File: config.mk
export PLATFORM = sky130hd
export DESIGN_NAME = uart_word_sender_flat
export DESIGN_NICKNAME = d
export VERILOG_FILES = /design/src/rtl/uart_word_sender_if.sv /design/src/rtl/uart_word_sender.sv /design/src/flat_wrapper.sv
export SDC_FILE = /design/constraint.sdc
export NUM_CORES = 1
export LEC_CHECK = 0
export ABC_AREA = 1
export CAP_MARGIN = 25
export CORE_UTILIZATION = 30
export DETAILED_ROUTE_END_ITERATION = 8
export GPL_TIMING_DRIVEN = 0
export SYNTH_ARGS = -nofsm -noshare
export SYNTH_HDL_FRONTEND = slang
export SYNTH_SLANG_ARGS = --single-unit
File: constraint.sdc
create_clock -name clk -period 3 [get_ports clk]
set_input_delay 0.6 -clock clk [delete_from_list [all_inputs] [get_ports clk]]
set_output_delay 0.6 -clock clk [all_outputs]
set_load 0.05 [all_outputs]
File: src/rtl/uart_word_sender_if.sv
// ---------------------------------------------------------------------------
// uart_word_sender_if
// Purpose : bundles the word-source handshake and the UART transmitter
//           strobe/busy signals used by uart_word_sender.
// Signals : send_en     - transmitter path enable (mirrored onto TX_EN)
//           word_in     - 16-bit word, [15:8] sent first
//           word_valid  - word_in valid
//           word_ready  - sender can accept a word
//           Tx_DATA     - byte presented to the UART transmitter
//           Tx_WR       - one-cycle write strobe to the transmitter
//           TX_EN       - transmitter enable
//           TX_BUSY     - transmitter busy
//           word_done   - one-cycle pulse after the low byte completes
//           tx_timeout  - sticky "transmitter never started" error
// Modports: master - word source / UART side (testbench)
//           slave  - the sender itself
// ---------------------------------------------------------------------------
interface uart_word_sender_if;
    logic        send_en;
    logic [15:0] word_in;
    logic        word_valid;
    logic        word_ready;
    logic [7:0]  Tx_DATA;
    logic        Tx_WR;
    logic        TX_EN;
    logic        TX_BUSY;
    logic        word_done;
    logic        tx_timeout;

    modport master (
        output send_en, word_in, word_valid, TX_BUSY,
        input  word_ready, Tx_DATA, Tx_WR, TX_EN, word_done, tx_timeout
    );

    modport slave (
        input  send_en, word_in, word_valid, TX_BUSY,
        output word_ready, Tx_DATA, Tx_WR, TX_EN, word_done, tx_timeout
    );
endinterface

File: src/rtl/uart_word_sender.sv
// ---------------------------------------------------------------------------
// uart_word_sender
// Purpose : takes one 16-bit word per handshake and hands it to the UART
//           transmitter as two bytes, high byte first, with a configurable
//           idle gap between them and a start timeout that latches a sticky
//           error if the transmitter never reports busy.
// Ports   : clk   - system clock
//           reset - asynchronous, active-low reset
//           bus   - uart_word_sender_if.slave (handshake + UART strobe/busy)
// Params  : GAP_CYCLES    - idle cycles between high-byte busy fall and the
//                           low-byte strobe (0 = strobe on the next cycle)
//           START_TIMEOUT - cycles to wait for TX_BUSY after a strobe
// ---------------------------------------------------------------------------
module uart_word_sender #(
    parameter int GAP_CYCLES    = 16,
    parameter int START_TIMEOUT = 255
) (
    input logic               clk,
    input logic               reset,
    uart_word_sender_if.slave bus
);
    // +2 keeps the widths >= 1 and leaves headroom above the terminal value
    localparam int GAP_W = $clog2(GAP_CYCLES + 2);
    localparam int TO_W  = $clog2(START_TIMEOUT + 2);
    localparam logic [GAP_W-1:0] GAP_LAST = GAP_W'((GAP_CYCLES > 0) ? GAP_CYCLES - 1 : 0);
    localparam logic [TO_W-1:0]  TO_LAST  = TO_W'(START_TIMEOUT);
    localparam logic [GAP_W-1:0] GAP_ONE  = GAP_W'(1);
    localparam logic [TO_W-1:0]  TO_ONE   = TO_W'(1);

    typedef enum logic [3:0] {
        S_IDLE, S_LOAD_HI, S_WAIT_START_HI, S_WAIT_DONE_HI, S_GAP,
        S_LOAD_LO, S_WAIT_START_LO, S_WAIT_DONE_LO, S_FINISH, S_ERROR
    } state_t;

    state_t           r_state;
    logic [15:0]      r_word;
    logic [7:0]       r_tx_data;
    logic             r_tx_wr;
    logic             r_done;
    logic             r_timeout;
    logic             r_armed;     // holds word_ready low until the first edge after reset
    logic [GAP_W-1:0] r_gap_cnt;
    logic [TO_W-1:0]  r_to_cnt;
    logic             w_accept;

    assign bus.TX_EN      = bus.send_en;
    assign bus.Tx_DATA    = r_tx_data;
    assign bus.Tx_WR      = r_tx_wr;
    assign bus.word_done  = r_done;
    assign bus.tx_timeout = r_timeout;
    assign bus.word_ready = r_armed && (r_state == S_IDLE) && bus.send_en && !r_timeout;
    assign w_accept       = bus.word_valid && bus.word_ready;

    // LOAD states: the strobe is raised on entry only if the transmitter was
    // idle at that edge; otherwise the state waits with Tx_WR low and raises
    // it (together with the data) on the first edge that sees TX_BUSY low.
    // r_tx_wr high inside a LOAD state means "strobe done, move on".
    always_ff @(posedge clk or negedge reset) begin
        if (!reset) begin
            r_state   <= S_IDLE;
            r_word    <= '0;
            r_tx_data <= '0;
            r_tx_wr   <= 1'b0;
            r_done    <= 1'b0;
            r_timeout <= 1'b0;
            r_armed   <= 1'b0;
            r_gap_cnt <= '0;
            r_to_cnt  <= '0;
        end else begin
            r_armed <= 1'b1;
            r_done  <= 1'b0;
            case (r_state)
                S_IDLE: begin
                    if (w_accept) begin
                        r_word  <= bus.word_in;
                        r_state <= S_LOAD_HI;
                        if (!bus.TX_BUSY) begin
                            r_tx_wr   <= 1'b1;
                            r_tx_data <= bus.word_in[15:8];
                        end
                    end
                end
                S_LOAD_HI: begin
                    if (r_tx_wr) begin
                        r_tx_wr  <= 1'b0;
                        r_to_cnt <= '0;
                        r_state  <= S_WAIT_START_HI;
                    end else if (!bus.TX_BUSY) begin
                        r_tx_wr   <= 1'b1;
                        r_tx_data <= r_word[15:8];
                    end
                end
                S_WAIT_START_HI: begin
                    if (bus.TX_BUSY) begin
                        r_state <= S_WAIT_DONE_HI;
                    end else if (r_to_cnt == TO_LAST) begin
                        r_timeout <= 1'b1;
                        r_state   <= S_ERROR;
                    end else begin
                        r_to_cnt <= r_to_cnt + TO_ONE;
                    end
                end
                S_WAIT_DONE_HI: begin
                    if (!bus.TX_BUSY) begin
                        if (GAP_CYCLES == 0) begin
                            // busy just sampled low, so strobe straight away
                            r_state   <= S_LOAD_LO;
                            r_tx_wr   <= 1'b1;
                            r_tx_data <= r_word[7:0];
                        end else begin
                            r_gap_cnt <= '0;
                            r_state   <= S_GAP;
                        end
                    end
                end
                S_GAP: begin
                    if (r_gap_cnt == GAP_LAST) begin
                        r_state <= S_LOAD_LO;
                        if (!bus.TX_BUSY) begin
                            r_tx_wr   <= 1'b1;
                            r_tx_data <= r_word[7:0];
                        end
                    end else begin
                        r_gap_cnt <= r_gap_cnt + GAP_ONE;
                    end
                end
                S_LOAD_LO: begin
                    if (r_tx_wr) begin
                        r_tx_wr  <= 1'b0;
                        r_to_cnt <= '0;
                        r_state  <= S_WAIT_START_LO;
                    end else if (!bus.TX_BUSY) begin
                        r_tx_wr   <= 1'b1;
                        r_tx_data <= r_word[7:0];
                    end
                end
                S_WAIT_START_LO: begin
                    if (bus.TX_BUSY) begin
                        r_state <= S_WAIT_DONE_LO;
                    end else if (r_to_cnt == TO_LAST) begin
                        r_timeout <= 1'b1;
                        r_state   <= S_ERROR;
                    end else begin
                        r_to_cnt <= r_to_cnt + TO_ONE;
                    end
                end
                S_WAIT_DONE_LO: begin
                    if (!bus.TX_BUSY) begin
                        r_done  <= 1'b1;
                        r_state <= S_FINISH;
                    end
                end
                S_FINISH: begin
                    r_state <= S_IDLE;
                end
                S_ERROR: begin
                    r_tx_wr <= 1'b0;
                end
                default: begin
                    r_state <= S_IDLE;
                end
            endcase
        end
    end
endmodule

File: src/flat_wrapper.sv
// flat-port wrapper written by rule: the top's interface ports become plain ports
module uart_word_sender_flat 
#(
    parameter int GAP_CYCLES    = 16,
    parameter int START_TIMEOUT = 255
)
  (clk, reset, bus_send_en, bus_word_in, bus_word_valid, bus_TX_BUSY, bus_word_ready, bus_Tx_DATA, bus_Tx_WR, bus_TX_EN, bus_word_done, bus_tx_timeout);
  uart_word_sender_if bus_i ();
  input logic clk;
  input logic reset;
  input wire logic [$bits(bus_i.send_en)-1:0] bus_send_en;
  input wire logic [$bits(bus_i.word_in)-1:0] bus_word_in;
  input wire logic [$bits(bus_i.word_valid)-1:0] bus_word_valid;
  input wire logic [$bits(bus_i.TX_BUSY)-1:0] bus_TX_BUSY;
  output wire logic [$bits(bus_i.word_ready)-1:0] bus_word_ready;
  output wire logic [$bits(bus_i.Tx_DATA)-1:0] bus_Tx_DATA;
  output wire logic [$bits(bus_i.Tx_WR)-1:0] bus_Tx_WR;
  output wire logic [$bits(bus_i.TX_EN)-1:0] bus_TX_EN;
  output wire logic [$bits(bus_i.word_done)-1:0] bus_word_done;
  output wire logic [$bits(bus_i.tx_timeout)-1:0] bus_tx_timeout;
  assign bus_i.send_en = bus_send_en;
  assign bus_i.word_in = bus_word_in;
  assign bus_i.word_valid = bus_word_valid;
  assign bus_i.TX_BUSY = bus_TX_BUSY;
  assign bus_word_ready = bus_i.word_ready;
  assign bus_Tx_DATA = bus_i.Tx_DATA;
  assign bus_Tx_WR = bus_i.Tx_WR;
  assign bus_TX_EN = bus_i.TX_EN;
  assign bus_word_done = bus_i.word_done;
  assign bus_tx_timeout = bus_i.tx_timeout;
  uart_word_sender #(.GAP_CYCLES(GAP_CYCLES), .START_TIMEOUT(START_TIMEOUT)) u_core (.clk(clk), .reset(reset), .bus(bus_i));
endmodule
; ---- Yosys cells after proc, flatten, opt, wreduce, memory -nomap -nowiden
; Cells that the tools add are included.
[op_classes]
add_sub_neg = 2
n_eq_ne = 24
mux = 32
bitwise = 2
n_reduce_logical = 19
[ops]
columns = op, n
row1 = 8-bit two-way mux, 7
row2 = 4-bit two-way mux, 9
row3 = 4-bit case mux with 9 select lines, 1
row4 = 8-bit case mux with 4 select lines, 1
row5 = 9-bit two-way mux, 3
row6 = 2-bit inequality test (second input constant), 9
row7 = 9-bit case mux with 2 select lines, 1
row8 = 4-bit by 3-bit equality test with 1-bit output (second input constant), 4
row9 = 7-bit AND reduction, 2
row10 = 5-bit two-way mux, 2
row11 = 2-bit by 1-bit inequality test with 1-bit output (second input constant), 5
row12 = 5-bit case mux with 2 select lines, 1
row13 = 9-bit by 1-bit adder with 9-bit output (second input constant), 1
row14 = 9-bit by 8-bit equality test with 1-bit output (second input constant), 1
row15 = 3-bit AND reduction, 3
row16 = 4-bit by 2-bit equality test with 1-bit output (second input constant), 2
row17 = 4-bit nonzero test, 2
row18 = 1-bit two-way mux, 6
row19 = 5-bit by 1-bit adder with 5-bit output (second input constant), 1
row20 = 5-bit by 4-bit equality test with 1-bit output (second input constant), 1
row21 = 4-bit by 1-bit equality test with 1-bit output (second input constant), 1
row22 = 4-bit equality test (second input constant), 1
row23 = 1-bit logical AND, 4
row24 = 4-bit logical NOT, 1
row25 = other kinds (7), 10
[totals]
ff_bits = 46
in_bits = 21
output_inout_bits = 13
elab_cells = 88

; ---- Longest topological paths before layout
; Gate-level depths: netlist of the first run.
[logic_depth]
word_depth = 7
ltp_mapped = 12
depth_no_buf = 12

; ---- Worst setup path after synthesis of the first run
; No wires, ideal clock.
[synth_timing]
path_kind = input-to-output
start = input port bus_send_en
end = output port bus_word_ready
t_arrival_ps = 1304
t_required_ps = 2400
path_slack_ps = 1096
stages = 3
path_buffers = 1
cell_sequence = nand2_1 > nor3_4 > buf_4
[synth_between]
elab_chain_len = 2
[synth_lines]
columns = element, line
row1 = "start, declared", flat_wrapper.sv:11  ; input wire logic [$bits(bus_i.send_en)-1:0] bus_send_en;
row2 = 1-bit logical AND (2 in series), uart_word_sender.sv:51  ; assign bus.word_ready = r_armed && (r_state == S_IDLE) && bus.send_en && !r_timeout;
row3 = "end, declared", flat_wrapper.sv:15  ; output wire logic [$bits(bus_i.word_ready)-1:0] bus_word_ready;
; Every way passes these cells.

; ---- Final worst setup path of the first run
; Ends and elaborated chain as after synthesis.

==> Flow_metrics.wiki, run 1 <==
{| class="wikitable"
! Metric !! Value
|-
| Result of the run || complete, no violations
|-
| Maximum fanout along the worst path || 10
|-
| WL/cell || 11.7 µm
|-
| Placed wire-length estimate after detailed placement || 4120 µm
|-
| Post-synth cell types || 28
|-
| First-iteration detailed-routing DRC count || 94
|-
| Number of global-route vias before repair || 2018
|-
| Number of levels the H-tree was split into || 2
|-
| Global-route track usage on met3 || 0.0271
|-
| Cell area power density || 356 nW/µm²
|-
| Area taken by flip-flops and latches || 1150 µm²
|-
| Filler cell count || 806
|-
| Global routing met2 resource utilization || 0.216
|-
| Congestion Overflow GR || 0
|-
| Deepest clock path buffer count || 2
|-
| Slew of the pin with the lowest slew margin || 0.586 ns
|-
| Count of endpoints failing setup in the final report || 0
|-
| Fin cells || 465
|-
| Peak supply drop || 185 µV
|-
| RSZ-0062 raised after global routing || false
|-
| Clock network power share || 0.362
|-
| Syn nets || 348
|-
| Die extent in y || 92.4 µm
|-
| Cell leakage power || 1.54 nW
|-
| Number of synthesized register bits || 46
|-
| Per-instance average area after synthesis || 7.62 µm²
|-
| Die area || 8540 µm²
|-
| Total area of multi-input combinational cells || 1150 µm²
|-
| Max Fclk || 0.369 GHz
|-
| Area of the core region || 7810 µm²
|-
| Area growth syn-to-layout || 22.3%
|-
| Fin. max-slew vios || 0
|-
| Sequential cell fraction of total power || 0.580
|-
| Switching part of the total || 0.239
|-
| Cells after Synth || 322
|-
| Setup clock skew after layout || 0.0114 ns
|-
| Most Used Layer, Global Route || met2
|-
| Number of buffers inserted to repair setup after CTS || 0
|-
| Inserted Clock Buffers || 5
|-
| Vias after detailed routing || 2134
|-
| Final hold vios || 0
|-
| CTS tree || yes
|-
| Final critical-path share of the clock period || 0.903
|-
| Worst Path Arrival || 2.11 ns
|-
| Normalized max-slew margin || 0.608
|-
| P_int || 814 µW
|-
| Yosys synthesis warning count || 0
|-
| Overall routed net length || 5420 µm
|-
| Floorplan row count || 32
|-
| Minimum setup slack after placement || -0.253 ns
|-
| Category of the most critical setup path || input pin to output pin
|-
| Clock latency on the worst-skew pair || 0.30 ns
|-
| Overall global routing resource usage || 0.138
|-
| Min Clock Period, post-route || 2.71 ns
|-
| HP Class || input pin to async pin
|-
| Number of antenna violations at the first check in global routing || 0
|-
| Setup crit start || bus_send_en
|-
| Register area share after synthesis || 0.469
|-
| Placed cell count || 457
|-
| Via count normalized by instance count || 4.59
|-
| Number of buffer cells added on primary ports || 32
|-
| Clock slew at reported path FFs || 0.09 ns
|-
| Sw power || 255 µW
|-
| Top Ports || 34
|-
| Launch point of the worst reg-to-reg path || u_core.r_to_cnt[0]$_DFFE_PN0P_
|-
| Number of nets in the final layout || 388
|-
| Number of violations of the max-capacitance limit || 0
|-
| Total iterations of the first detailed-routing run || 4
|-
| Number of nets still failing antenna checks after routing || 0
|-
| Ratio of cells with drive above 1 in the final layout || 0.0992
|-
| Area of the mapped netlist || 2450 µm²
|-
| Clk sinks || 46
|-
| Antenna fix cells || 0
|-
| Initial core utilization || 0.314
|-
| DRC Markers || 0
|-
| Type of element launching the critical path || input pin
|-
| Number of hold buffers added after cts || 0
|-
| Final weighted congestion of routability-driven global placement || 0.815
|-
| Met1 track utilization from global routing || 0.193
|-
| Combinational power share || 0.057
|-
| Width of the chip || 92.4 µm
|-
| Worst endpoint required time || 2.40 ns
|-
| Depth of the worst register-to-register path || 10
|-
| Largest net degree at the start of global routing || 27
|-
| First-pass GRT wire length || 9490 µm
|-
| Endpoint type of the worst setup path || output pin
|-
| CTS root buf || sky130_fd_sc_hd__clkbuf_8
|-
| Worst Setup Slack, final || 0.291 ns
|}
-- cell usage in the layout, fill, tap and decap left out, types with 2 or more instances in the layout --
cell and n:
sky130_fd_sc_hd__inv_2 5, sky130_fd_sc_hd__dfrtp_1 46, sky130_fd_sc_hd__xor2_1 2, sky130_fd_sc_hd__nand2_2 2, sky130_fd_sc_hd__ha_1 5, sky130_fd_sc_hd__nand3_2 2
sky130_fd_sc_hd__buf_2 3, sky130_fd_sc_hd__o21ai_0 5, sky130_fd_sc_hd__o21ai_1 3, sky130_fd_sc_hd__nand3_1 61, sky130_fd_sc_hd__clkdlybuf4s50_1 30, sky130_fd_sc_hd__buf_4 3
sky130_fd_sc_hd__nor2_2 3, sky130_fd_sc_hd__a21oi_1 5, sky130_fd_sc_hd__nor2_1 17, sky130_fd_sc_hd__clkbuf_8 5, sky130_fd_sc_hd__inv_1 23, sky130_fd_sc_hd__nand2_1 120
sky130_fd_sc_hd__clkbuf_1 2, sky130_fd_sc_hd__nand4_1 3, sky130_fd_sc_hd__nor2_4 4
-- per-layer routing --
metal / up-vias / wire (µm)
li1: 1109 / -
met1: 980 / 2680
met2: 40 / 2500
met3: 5 / 187
met4: 0 / 58
met5: - / 0
-- worst max-delay path, stage by stage --
cell	delay [ns]
sky130_fd_sc_hd__clkdlybuf4s50_1	0.47
sky130_fd_sc_hd__nand2_1	0.10
sky130_fd_sc_hd__nor3_4	0.39
sky130_fd_sc_hd__buf_4	0.25
sky130_fd_sc_hd__clkbuf_2	0.29
-- metrics by stage --
| step | area, µm² | power, mW | TNS, ns | util | hold WS, ns |
|---|---|---|---|---|---|
| finish | 3000 | 1.07 | 0 | 0.384 | 0.252 |
| global route | 3000 | 1.12 | 0 | 0.384 | 0.270 |
| CTS | 3010 | 1.09 | 0 | 0.385 | 0.257 |
| detailed placement | 2920 | 0.695 | -0.253 | 0.374 | 0.458 |
| global placement | 2900 | 0.693 | -1.42 | 0.372 | 0.454 |
| floorplan | 2450 | 0.647 | 0 | - | 0.304 |
-- cell families (layout without fill, tap and decap cells) --
family                     count (synthesis)  after routing  synth area share
AOI/OAI and AO/OA                         16             16            0.0357
and+or+nand+nor                          216            216             0.397
buffers and inverters                     36             77            0.0637
other                                      1              1           0.00153
adders and majority gates                  5              5            0.0255
xor gates and xnor gates                   2              2           0.00714
DFF                                       46             46             0.469
-- repair_timing --
action	CTS	global route
gates resized for setup	1	2
hold endpoints to repair	0	0
endpoints found under the setup margin	1	1
gates cloned	0	0
-- power by group through the flow --
stage | Sequential (mW) | Combinational [mW] | Clock (mW)
5_1_grt | 0.621 | 0.0680 | 0.432
3_5_place_dp | 0.633 | 0.0624 | 0
4_1_cts | 0.620 | 0.0627 | 0.407
3_3_place_gp | 0.633 | 0.0599 | 0
6_report | 0.620 | 0.0613 | 0.388
2_1_floorplan | 0.633 | 0.0144 | 0
-- state kept, by name, summed over array words and instances, names as in the netlist --
signal,cells
u_core.bus.Tx_DATA,8
u_core.r_state,4
u_core.bus.tx_timeout,1
u_core.r_gap_cnt,5
u_core.r_word,16
u_core.r_armed,1
u_core.bus.word_done,1
u_core.r_to_cnt,9
u_core.bus.Tx_WR,1
-- final timing paths --
kind | to | slack, ns
worst max register to register | u_core.r_to_cnt[2]$_DFFE_PN0P_ | 0.96
worst max-delay path | bus_word_ready | 0.29
worst min-delay path | u_core.r_gap_cnt[2]$_DFFE_PN0P_ | 0.25
worst min register to register | u_core.bus.Tx_DATA[3]$_DFFE_PN0P_ | 0.48
min in group clk | u_core.bus.Tx_DATA[3]$_DFFE_PN0P_ | 0.48
max in group asynchronous | u_core.bus.Tx_DATA[2]$_DFFE_PN0P_ | 2.23
-- cell type report --
class,instances,share of cell area
repair buffers,33,0.110
well taps,102,0.0425
clock inverters,3,0.00709
inverters,28,0.0350
multi-input cells,240,0.382
plain buffers,8,0.0171
clock buffers,5,0.0229
flip-flops and latches,46,0.383
-- synth_stat cells, drive strengths merged --
cell / n / area, µm²
o22ai: 1 / 6.26
nor2: 24 / 128
nand2: 123 / 474
nor3b: 1 / 7.51
a31o: 1 / 8.76
buf: 6 / 43.8
nand3: 63 / 325
xor2: 2 / 17.5
clkbuf: 2 / 7.51
nor3: 2 / 21.3
ha: 5 / 62.6
nand4: 3 / 18.8
inv: 28 / 105
dfrtp: 46 / 1150
o31ai: 1 / 7.51
o21ai: 8 / 40.0
a21oi: 5 / 25.0
conb: 1 / 3.75
(Power assumes the default switching activity.)
==> run 2, diff against run 1 <==
--- a/config.mk
+++ b/config.mk
@@ -8,6 +8,7 @@
 export ABC_AREA = 1
 export CAP_MARGIN = 25
 export CORE_UTILIZATION = 30
+export CTS_CLUSTER_SIZE = 24
 export DETAILED_ROUTE_END_ITERATION = 8
 export GPL_TIMING_DRIVEN = 0
 export SYNTH_ARGS = -nofsm -noshare
==> constraint.sdc (replaced) <==
create_clock -name clk -period 3.05 [get_ports clk]
set_input_delay 0.61 -clock clk [delete_from_list [all_inputs] [get_ports clk]]
set_output_delay 0.61 -clock clk [all_outputs]
set_load 0.1 [all_outputs]
==> run 2 against run 1 <==
  * Cell count stayed put
  * Non-clock buffer count unchanged
  * Highest routed layer unchanged
  * Sequential share of layout area is the same
  * Clock power decreased by 2%
  * Combinational power up 3%
  * Critical path type unchanged
==> Flow_metrics.wiki, run 2 (synthesized netlist as in run 1, its figures left out) <==
{| class="wikitable"
! Metric !! Value
|-
| Post-route core utilization || 0.384
|-
| CTS tree || yes
|-
| Floorplan row count || 32
|-
| Largest register by flop count || u_core.r_word
|-
| Maximum fanout along the worst path || 2
|-
| Area of the core region || 7810 µm²
|-
| WL/cell || 11.7 µm
|-
| Clock latency on the worst-skew pair || 0.30 ns
|-
| First-iteration detailed-routing DRC count || 94
|-
| Number of levels the H-tree was split into || 2
|-
| Top Ports || 34
|-
| Number of antenna violations at the first check in global routing || 0
|-
| Category of the most critical setup path || input pin to output pin
|-
| Inserted Clock Buffers || 5
|-
| Most common library cell in the layout ignoring fill and taps || sky130_fd_sc_hd__nand2_1
|-
| Clock slew at reported path FFs || 0.09 ns
|-
| Initial core utilization || 0.314
|-
| Ratio of cells with drive above 1 in the final layout || 0.0992
|-
| Deepest clock path buffer count || 2
|-
| Endpoint type of the worst setup path || output pin
|-
| Filler cell count || 807
|-
| Worst Path Arrival || 2.31 ns
|-
| Setup clock skew after layout || 0.0114 ns
|-
| Largest net degree at the start of global routing || 27
|-
| Type of element launching the critical path || input pin
|-
| First-pass GRT wire length || 9490 µm
|-
| Antenna fix cells || 0
|-
| Area growth syn-to-layout || 22.3%
|-
| Final sum of negative setup slack || 0 ns
|-
| Final hold vios || 0
|-
| Result of the run || complete, no violations
|-
| Max Fclk || 0.343 GHz
|-
| Overall routed net length || 5420 µm
|-
| CTS root buf || sky130_fd_sc_hd__clkbuf_8
|-
| Fin. max-slew vios || 0
|-
| Die area || 8540 µm²
|-
| Cell leakage power || 1.55 nW
|-
| Peak supply drop || 182 µV
|-
| Number of hold buffers added after cts || 0
|-
| Vias after detailed routing || 2138
|-
| Worst endpoint required time || 2.44 ns
|-
| Post-Layout Inst Area || 3000 µm²
|-
| Number of nets still failing antenna checks after routing || 0
|-
| RSZ-0062 raised after global routing || false
|-
| Overall global routing resource usage || 0.138
|-
| Congestion Overflow GR || 0
|-
| Number of violations of the max-capacitance limit || 0
|-
| Fin cells || 465
|-
| Clk sinks || 46
|-
| Width of the chip || 92.4 µm
|-
| Normalized max-slew margin || 0.351
|-
| Number of global-route vias before repair || 2018
|-
| Cell area after placement || 2920 µm²
|-
| DRC Markers || 0
|-
| Total iterations of the first detailed-routing run || 4
|-
| Number of nets in the final layout || 388
|-
| Final critical-path share of the clock period || 0.956
|-
| Die extent in y || 92.4 µm
|-
| Via count normalized by instance count || 4.60
|-
| Slew of the pin with the lowest slew margin || 0.970 ns
|-
| Placed wire-length estimate after detailed placement || 4120 µm
|-
| Cell area power density || 351 nW/µm²
|-
| Count of endpoints failing setup in the final report || 0
|-
| Min Clock Period, post-route || 2.92 ns
|-
| HP Class || input pin to async pin
|-
| Placed cell count || 457
|-
| Final weighted congestion of routability-driven global placement || 0.815
|-
| Max FFs per register || 16
|-
| Number of buffer cells added on primary ports || 32
|-
| Top library cells by usage in the layout, fill and taps aside || sky130_fd_sc_hd__nand2_1 (120), sky130_fd_sc_hd__nand3_1 (61), sky130_fd_sc_hd__dfrtp_1 (46)
|}
==> run 2: cell type report <==
type	count	area, µm²	share of cell area
timing repair buffer	33	330	0.110
tap	102	128	0.0425
clock inverter	3	21.3	0.00709
clock buffer	5	68.8	0.0229
sequential	46	1150	0.383
inverter	28	105	0.0350
buffer	8	51.3	0.0171
multi-input combinational	240	1150	0.382
==> run 2: per-layer routing <==
layer,up-vias,global-route usage,wire length [µm]
met3,5,0.0271,201
met1,982,0.193,2660
met4,0,0.0391,58
li1,1109,-,-
met5,-,0,0
met2,42,0.216,2500
==> run 2: final timing paths <==
kind                                              startpoint                           endpoint  slack [ns]  cells past startpoint
setup / recovery                                 bus_send_en                          bus_TX_EN        0.13                      3
hold / removal                                         reset    u_core.r_gap_cnt[2]$_DFFE_PN0P_        0.26                      1
setup reg to reg              u_core.r_to_cnt[0]$_DFFE_PN0P_     u_core.r_to_cnt[2]$_DFFE_PN0P_        1.01                     10
hold reg to reg            u_core.bus.Tx_DATA[3]$_DFFE_PN0P_  u_core.bus.Tx_DATA[3]$_DFFE_PN0P_        0.48                      2
max in group asynchronous                              reset  u_core.bus.Tx_DATA[2]$_DFFE_PN0P_        2.27                      2
min in group clk           u_core.bus.Tx_DATA[3]$_DFFE_PN0P_  u_core.bus.Tx_DATA[3]$_DFFE_PN0P_        0.48                      2
==> run 2: stage by stage <==
stage	power (mW)	hold slack, ns	worst slack (ns)
2_1_floorplan	0.639	0.314	0.812
3_3_place_gp	0.684	0.454	-0.561
3_5_place_dp	0.686	0.458	-0.555
4_1_cts	1.08	0.267	0.0217
5_1_grt	1.11	0.280	0.0490
6_report	1.05	0.262	0.135
==> run 2: timing repair <==
item	CTS	global route
buffers inserted	0	0
endpoints found under the setup margin	1	1
gates resized for setup	3	2
==> run 2: power by group <==
group	total (mW)	switching, mW	leakage (nW)	internal, mW
Combinational	0.0630	0.0338	0.892	0.0292
Sequential	0.610	0.000157	0.609	0.610
Clock	0.381	0.220	0.0441	0.161
Total	1.05	0.254	1.55	0.800
==> run 2: critical path: stages <==
cell and delay, ns:
sky130_fd_sc_hd__clkdlybuf4s50_1 0.47, sky130_fd_sc_hd__buf_4 0.10, sky130_fd_sc_hd__clkdlybuf4s50_1 1.12
